File: config.mk
export PLATFORM = sky130hd
export DESIGN_NAME = wb_arbiter2
export DESIGN_NICKNAME = d
export VERILOG_FILES = /design/src/rtl/wb_arb_pkg.sv /design/src/rtl/wb_watchdog.sv /design/src/rtl/wb_arbiter2.sv
export SDC_FILE = /design/constraint.sdc
export NUM_CORES = 1
export LEC_CHECK = 0
export CAP_MARGIN = 20
export CORE_MARGIN = 1.5
export CORE_UTILIZATION = 26
export CTS_CLUSTER_DIAMETER = 50
export DETAILED_ROUTE_END_ITERATION = 16
export GPL_TIMING_DRIVEN = 0
export HOLD_SLACK_MARGIN = 0.05
export PLACE_DENSITY = 0.88
export SKIP_CTS_REPAIR_TIMING = 1
export SLEW_MARGIN = 20
export SYNTH_ARGS = -nofsm -noshare
export SYNTH_HDL_FRONTEND = slang
export SYNTH_SLANG_ARGS = --single-unit
File: constraint.sdc
create_clock -name clk_i -period 3.5 [get_ports clk_i]
set_input_delay 0.7 -clock clk_i [delete_from_list [all_inputs] [get_ports clk_i]]
set_output_delay 0.7 -clock clk_i [all_outputs]
set_load 0.01 [all_outputs]
File: src/rtl/wb_arb_pkg.sv
// Shared types for the two-master Wishbone arbiter.
package wb_arb_pkg;

    typedef enum logic [1:0] {
        IDLE = 2'd0,
        GNT0 = 2'd1,
        GNT1 = 2'd2
    } arb_state_t;

    localparam logic M0 = 1'b0;
    localparam logic M1 = 1'b1;

endpackage

File: src/rtl/wb_watchdog.sv
// Bus watchdog: flags a strobe that has waited TIMEOUT cycles without ack.
module wb_watchdog #(
    parameter int unsigned TIMEOUT = 16
) (
    input  logic clk_i,
    input  logic rst_i,
    input  logic stb,
    input  logic ack,
    input  logic clr,
    output logic timeout
);

    localparam int unsigned WD_W = (TIMEOUT == 0) ? 1 : $clog2(TIMEOUT + 1);

    logic [WD_W-1:0] wd;

    // Ack in the same cycle as the limit wins; TIMEOUT of 0 disables the check.
    assign timeout = (TIMEOUT != 0) && (wd == WD_W'(TIMEOUT)) && !ack;

    always_ff @(posedge clk_i) begin
        if (rst_i || clr || timeout || !stb || ack) begin
            wd <= '0;
        end else if (TIMEOUT != 0) begin
            wd <= wd + WD_W'(1);
        end
    end

endmodule

File: src/rtl/wb_arbiter2.sv
// Round-robin arbiter sharing one Wishbone classic slave between two masters,
// with a watchdog that errors out strobes the slave never acknowledges.
module wb_arbiter2
    import wb_arb_pkg::*;
#(
    parameter int unsigned ADDR_W  = 15,
    parameter int unsigned DATA_W  = 16,
    parameter int unsigned SEL_W   = 2,
    parameter int unsigned TIMEOUT = 16
) (
    input  logic              clk_i,
    input  logic              rst_i,
    input  logic              m0_cyc_i,
    input  logic              m0_stb_i,
    input  logic              m0_we_i,
    input  logic [SEL_W-1:0]  m0_sel_i,
    input  logic [ADDR_W-1:0] m0_adr_i,
    input  logic [DATA_W-1:0] m0_dat_i,
    output logic              m0_ack_o,
    output logic              m0_err_o,
    output logic [DATA_W-1:0] m0_dat_o,
    input  logic              m1_cyc_i,
    input  logic              m1_stb_i,
    input  logic              m1_we_i,
    input  logic [SEL_W-1:0]  m1_sel_i,
    input  logic [ADDR_W-1:0] m1_adr_i,
    input  logic [DATA_W-1:0] m1_dat_i,
    output logic              m1_ack_o,
    output logic              m1_err_o,
    output logic [DATA_W-1:0] m1_dat_o,
    output logic              s_cyc_o,
    output logic              s_stb_o,
    output logic              s_we_o,
    output logic [SEL_W-1:0]  s_sel_o,
    output logic [ADDR_W-1:0] s_adr_o,
    output logic [DATA_W-1:0] s_dat_o,
    input  logic              s_ack_i,
    input  logic [DATA_W-1:0] s_dat_i,
    output logic [1:0]        gnt_o
);

    arb_state_t        state;
    logic              last;
    logic [1:0]        gnt;
    logic              g_cyc;
    logic              g_stb;
    logic              g_we;
    logic [SEL_W-1:0]  g_sel;
    logic [ADDR_W-1:0] g_adr;
    logic [DATA_W-1:0] g_dat;
    logic              wd_clr;
    logic              timeout;

    // Request mux from the granted master; everything stays 0 while idle.
    always_comb begin
        g_cyc = 1'b0;
        g_stb = 1'b0;
        g_we  = 1'b0;
        g_sel = '0;
        g_adr = '0;
        g_dat = '0;
        case (state)
            GNT0: begin
                g_cyc = m0_cyc_i;
                g_stb = m0_stb_i;
                g_we  = m0_we_i;
                g_sel = m0_sel_i;
                g_adr = m0_adr_i;
                g_dat = m0_dat_i;
            end
            GNT1: begin
                g_cyc = m1_cyc_i;
                g_stb = m1_stb_i;
                g_we  = m1_we_i;
                g_sel = m1_sel_i;
                g_adr = m1_adr_i;
                g_dat = m1_dat_i;
            end
            default: ;
        endcase
    end

    // The state can only change when the granted cyc is low, so that also clears the watchdog.
    assign wd_clr = ~g_cyc;

    wb_watchdog #(
        .TIMEOUT (TIMEOUT)
    ) u_wd (
        .clk_i   (clk_i),
        .rst_i   (rst_i),
        .stb     (g_stb),
        .ack     (s_ack_i),
        .clr     (wd_clr),
        .timeout (timeout)
    );

    // Grant FSM; ties in IDLE go to the master that was not granted last.
    always_ff @(posedge clk_i) begin
        if (rst_i) begin
            state <= IDLE;
            last  <= M1;
            gnt   <= 2'b00;
        end else begin
            case (state)
                IDLE: begin
                    if (m0_cyc_i && (!m1_cyc_i || last == M1)) begin
                        state <= GNT0;
                        last  <= M0;
                        gnt   <= 2'b01;
                    end else if (m1_cyc_i) begin
                        state <= GNT1;
                        last  <= M1;
                        gnt   <= 2'b10;
                    end
                end
                GNT0: begin
                    if (!m0_cyc_i) begin
                        if (m1_cyc_i) begin
                            state <= GNT1;
                            last  <= M1;
                            gnt   <= 2'b10;
                        end else begin
                            state <= IDLE;
                            gnt   <= 2'b00;
                        end
                    end
                end
                GNT1: begin
                    if (!m1_cyc_i) begin
                        if (m0_cyc_i) begin
                            state <= GNT0;
                            last  <= M0;
                            gnt   <= 2'b01;
                        end else begin
                            state <= IDLE;
                            gnt   <= 2'b00;
                        end
                    end
                end
                default: begin
                    state <= IDLE;
                    gnt   <= 2'b00;
                end
            endcase
        end
    end

    assign s_cyc_o = g_cyc;
    assign s_stb_o = g_stb & ~timeout;
    assign s_we_o  = g_we;
    assign s_sel_o = g_sel;
    assign s_adr_o = g_adr;
    assign s_dat_o = g_dat;
    assign gnt_o   = gnt;

    // Responses reach only the granted master, and never during reset.
    assign m0_ack_o = s_ack_i & (state == GNT0) & ~rst_i;
    assign m1_ack_o = s_ack_i & (state == GNT1) & ~rst_i;
    assign m0_err_o = timeout & (state == GNT0) & ~rst_i;
    assign m1_err_o = timeout & (state == GNT1) & ~rst_i;
    assign m0_dat_o = s_dat_i;
    assign m1_dat_o = s_dat_i;

endmodule
Word level (Yosys, flattened, before mapping)
Cells that the tools add are included.

Add/subtract/negate cells: 1. Equality and inequality tests: 7. Multiplexer cells: 19. Bitwise gates (word level): 12. Reductions and logical operators: 14.

Operators with widths (count): one-hot mux 16 bit (2 select lines) (1); one-hot mux 15 bit (2 select lines) (1); two-way mux 2 bit (5); AND 1 bit (9); two-way mux 1 bit (6); inequality test 2 bit, second input constant (3); one-hot mux 1 bit (2 select lines) (3); one-hot mux 2 bit (3 select lines) (1); adder 5 x 1 -> 5 bit, second input constant (1); == test 5 bit, second input constant (1); logical OR 1 bit (5); one-hot mux 2 bit (2 select lines) (1); AND reduction 4 bit (1); logical NOT 1 bit (3); inequality test 3 bit, second input constant (1); NOT 1 bit (3); one-hot mux 1 bit (3 select lines) (1); AND reduction 3 bit (1); nonzero test 3 bit (1); == test 2 x 1 -> 1 bit, second input constant (1); == test 2 bit, second input constant (1); logical AND 1 bit (2); logical NOT 2 bit (1).

Register bits: 8. Bits of input ports: 91. Output and inout bits: 74. Logic and storage cells: 56.

Logic depth before layout (Yosys ltp)
Depth in word-level cells: 7. Gate-level depth with buffers: 6. Gate-level depth less buffers: 6.

Hierarchy
From an unflattened synthesis, not the netlist that was laid out.

Cells, all modules: 141. Area total of the unflattened synthesis: 1213.7 sq um.

Modules (own cells, without submodules): wb_arbiter2 (times used 1, cells each 118, area each 988.4 sq um, seq. area each 60.1 sq um); wb_watchdog (times used 1, cells each 23, area each 225.2 sq um, seq. area each 100.1 sq um).

Least setup slack after synthesis
Ideal clock, no wire load.

Path type: register -> output. Start: register gnt_o[0] (netlist name). End: output port s_adr_o[0]. Arrival time: 1566 ps. Required time: 2800 ps. Path slack: 1234 ps. Cell stages (with the launch flop): 7. Path buffers: 2. Cell sequence: dfxtp_1 inv_1 ha_1 and2_2 clkbuf_1 buf_2 a22o_1.

RTL lines: end: declaration (RTL line wb_arbiter2.sv:35) `output logic [ADDR_W-1:0] s_adr_o,`.

==> key figures <==
Drt
  – Mean routed wirelength per cell: 15.6 um
  – Met1 Wirelength: just under 2000 um
  – Via-to-Cell Ratio: 4.77
  – Antenna-violating nets left: 0
  – Uppermost layer routed: met4
  – Final WL: 5250 um
  – Residual DRC count: 0
  – DR WL met2: 2700 um
  – DR vias: 1606
  – DR WL met3: between 500 and 600 um
  – Detailed Routing Iterations Pass 1: 4
  – Initial DRC Count: 55

Clock tree
  – Clk buf depth: 2
  – Worst-path clk slew: 0.05 ns
  – Clock tree sinks: 8
  – CTS tree: yes
  – Number of CTS-inserted buffers: 3
  – Worst skew pair latency: 0.24 ns
  – H-Tree Depth: 1
  – Clock root buffer: clkbuf_8

Finish
  – Fill count: 342
  – Nets: 386
  – Sequential cell area: 160 um2
  – N_diodes: 0
  – P&R area growth vs syn: 141%
  – Multi-input gate area: 657 um2
  – Proportion of layout cells with a drive suffix above 1: 0.164

Place
  – Dpl hpwl: 4390 um
  – RD Place Congestion: 0.786
  – # port buffers: between 100 and 150
  – Place WS: roughly 0.38 ns

Synth
  – Syn nets: between 200 and 250
  – Cell with the most instances after synthesis: a22o_1
  – Register area share after synthesis: 0.143
  – Post-synth top area share: 0.273
  – Top_reg_cell synth: dfxtp_1
  – Area contributors post-synth: a22o_1 (27%), buf_4 (21%), dfxtp_1 (14%), ha_1 (6.7%), a21oi_1 (2.7%)
  – Avg Inst Size Synth: 8.24 um2
  – Post-synthesis cell type count: 30
  – Biggest area consumer among synthesized cells: a22o_1
  – Commonest cells post-synth: a22o_1 (35), buf_4 (32), dfxtp_1 (8)
  – Ys Warns: 0
  – Synth async-reset ratio: 0
  – Number of synthesized register bits: 8
  – Post-synth EDFFs: 0
  – Mapped Cells: 136
  – Mapped cell area: 0.00112 mm2

Timing
  – RSZ-0062 raised after global routing: no
  – Clock Skews: roughly 0.010 ns
  – Rel. slew slack: 0.657
  – Fin crit share: 0.954
  – Pins Over Slew Limit: 0
  – Fin Hold WS: between 0.4 and 0.5 ns
  – Highest clock rate: 300 MHz
  – Final Setup Violations: 0
  – Slew @ Worst Pin: around 0.5 ns
  – Tmin final: 3.34 ns
  – Final hold violation count: 0
  – TNS Setup: 0 ns
  – Final worst slack: 0.162 ns

Power
  – Flop pwr share: 0.175
  – Sw Share: 0.322
  – Peak supply drop: 0.187 mV
  – Net Sw Power: roughly 200 uW
  – P per Cell Area: roughly 230 mW/mm2
  – P_leak: 1.11 nW
  – Comb pwr share: 0.635
  – Clk network pwr share: 0.190
  – Pint: roughly 420 uW

GRT
  – Total GRT Usage: 0.188
  – Total global routing overflow: 0
  – Largest net degree at the start of global routing: 11
  – First-pass GRT wire length: 6710 um
  – Antenna violations before repair: 0
  – Vias in the first global route: 1398

Run
  – Max-cap viol count: 0

Worst setup path
  – Worst EP required: 2.80 ns
  – Cells on worst reg2reg path: 6
  – Crit path launch type: register
  – Worst setup EP type: output port
  – CP Class: register to output port
  – Critical Path Start: gnt_o[0]$_SDFFE_PP0P_
  – Worst path arrival time: 2.64 ns
  – Reg2Reg Setup Slack: between 1.5 and 2 ns
  – Max FO, Critical Path: 10
  – FF-to-FF End: u_wd.wd[3]$_SDFF_PP0_
  – Critical R2R Launch: gnt_o[0]$_SDFFE_PP0P_

Hold path
  – Hold path startpoint: u_wd.wd[0]$_SDFF_PP0_
  – Worst hold path stage count: 1
  – Worst hold endpoint: u_wd.wd[0]$_SDFF_PP0_
  – Hold Path Class: register to register

Floorplan
  – Die Y: 68.7 um
  – Core Area: 0.00409 mm2
  – Chip width: 68.7 um
  – I/O pins: 165
  – Rows: 23
  – Starting Density: 0.274
  – Die area: 0.00471 mm2

Run status
  – Status: finished, final reports clean
-- layer usage --
metal  vias to the layer above  GRT usage
li1                        773          -
met4                         0     0.0475
met3                         5     0.0519
met2                        77      0.329
met5                         -          0
met1                       751      0.225
-- how the worst max path moves through the flow --
| stage | to | slack (ns) | cells past startpoint |
|---|---|---|---|
| floorplan | s_adr_o[0] | 1.23 | 6 |
| global placement | m1_err_o | 0.40 | 5 |
| finish | s_dat_o[8] | 0.16 | 7 |
| CTS | s_dat_o[8] | 0.20 | 7 |
| detailed placement | m0_err_o | 0.38 | 5 |
| global route | s_dat_o[8] | 0.08 | 7 |
-- worst max-delay path: stages, from the launching register on --
cell             delay [ns]
dfxtp_1                0.41
inv_1                  0.09
ha_1                   0.43
and2_1                 0.16
clkbuf_1               0.24
buf_2                  0.28
a22o_1                 0.20
clkdlybuf4s50_1        0.58
-- state kept, by name, indices dropped and copies added (netlist names) --
signal and cells:
gnt_o 2, last 1, u_wd.wd 5
-- per-stage QoR --
stage	std cells	util	power [mW]	cell area, um2
finish	337	0.662	0.615	2710
CTS	337	0.662	0.616	2710
floorplan	136	-	0.272	1120
global route	337	0.662	0.647	2710
global placement	334	0.652	0.491	2670
detailed placement	334	0.652	0.497	2670
-- power groups by stage --
| stage | clock [mW] | combinational (mW) | sequential, mW |
|---|---|---|---|
| after floorplan | 0 | 0.163 | 0.109 |
| after global placement | 0 | 0.383 | 0.108 |
| after detailed placement | 0 | 0.388 | 0.109 |
| after CTS | 0.118 | 0.391 | 0.107 |
| after global routing | 0.121 | 0.417 | 0.108 |
| final | 0.117 | 0.391 | 0.108 |
-- kinds of logic (layout without fill, tap and decap cells) --
group | after synthesis | count (layout) | synth area share
AOI/OAI and AO/OA | 48 | 48 | 0.368
xor gates and xnor gates | 3 | 3 | 0.0234
DFF | 8 | 8 | 0.143
adders and majority gates | 6 | 6 | 0.0670
buffers and inverters | 47 | 198 | 0.271
and+or+nand+nor | 24 | 24 | 0.127
-- placed cells by master, fill, tap and decap left out, types with 2 or more instances in the layout --
cell and n:
a21oi_1 6, clkbuf_1 2, buf_4 32, dfxtp_1 8, a22o_1 35, nor3b_1 2
clkbuf_8 3, clkdlybuf4s50_1 148, nand2_1 4, o2111ai_1 2, ha_1 6, nand3_1 2
buf_2 6, xor2_1 2, inv_1 7, nor2_1 6
-- cell type report --
type,instances,area share
clock buffers,3,0.0153
plain buffers,40,0.103
repair buffers,148,0.547
inverters,7,0.00971
flip-flops and latches,8,0.0592
well taps,50,0.0231
multi-input cells,81,0.243
Power figures use the tool's default switching activity.
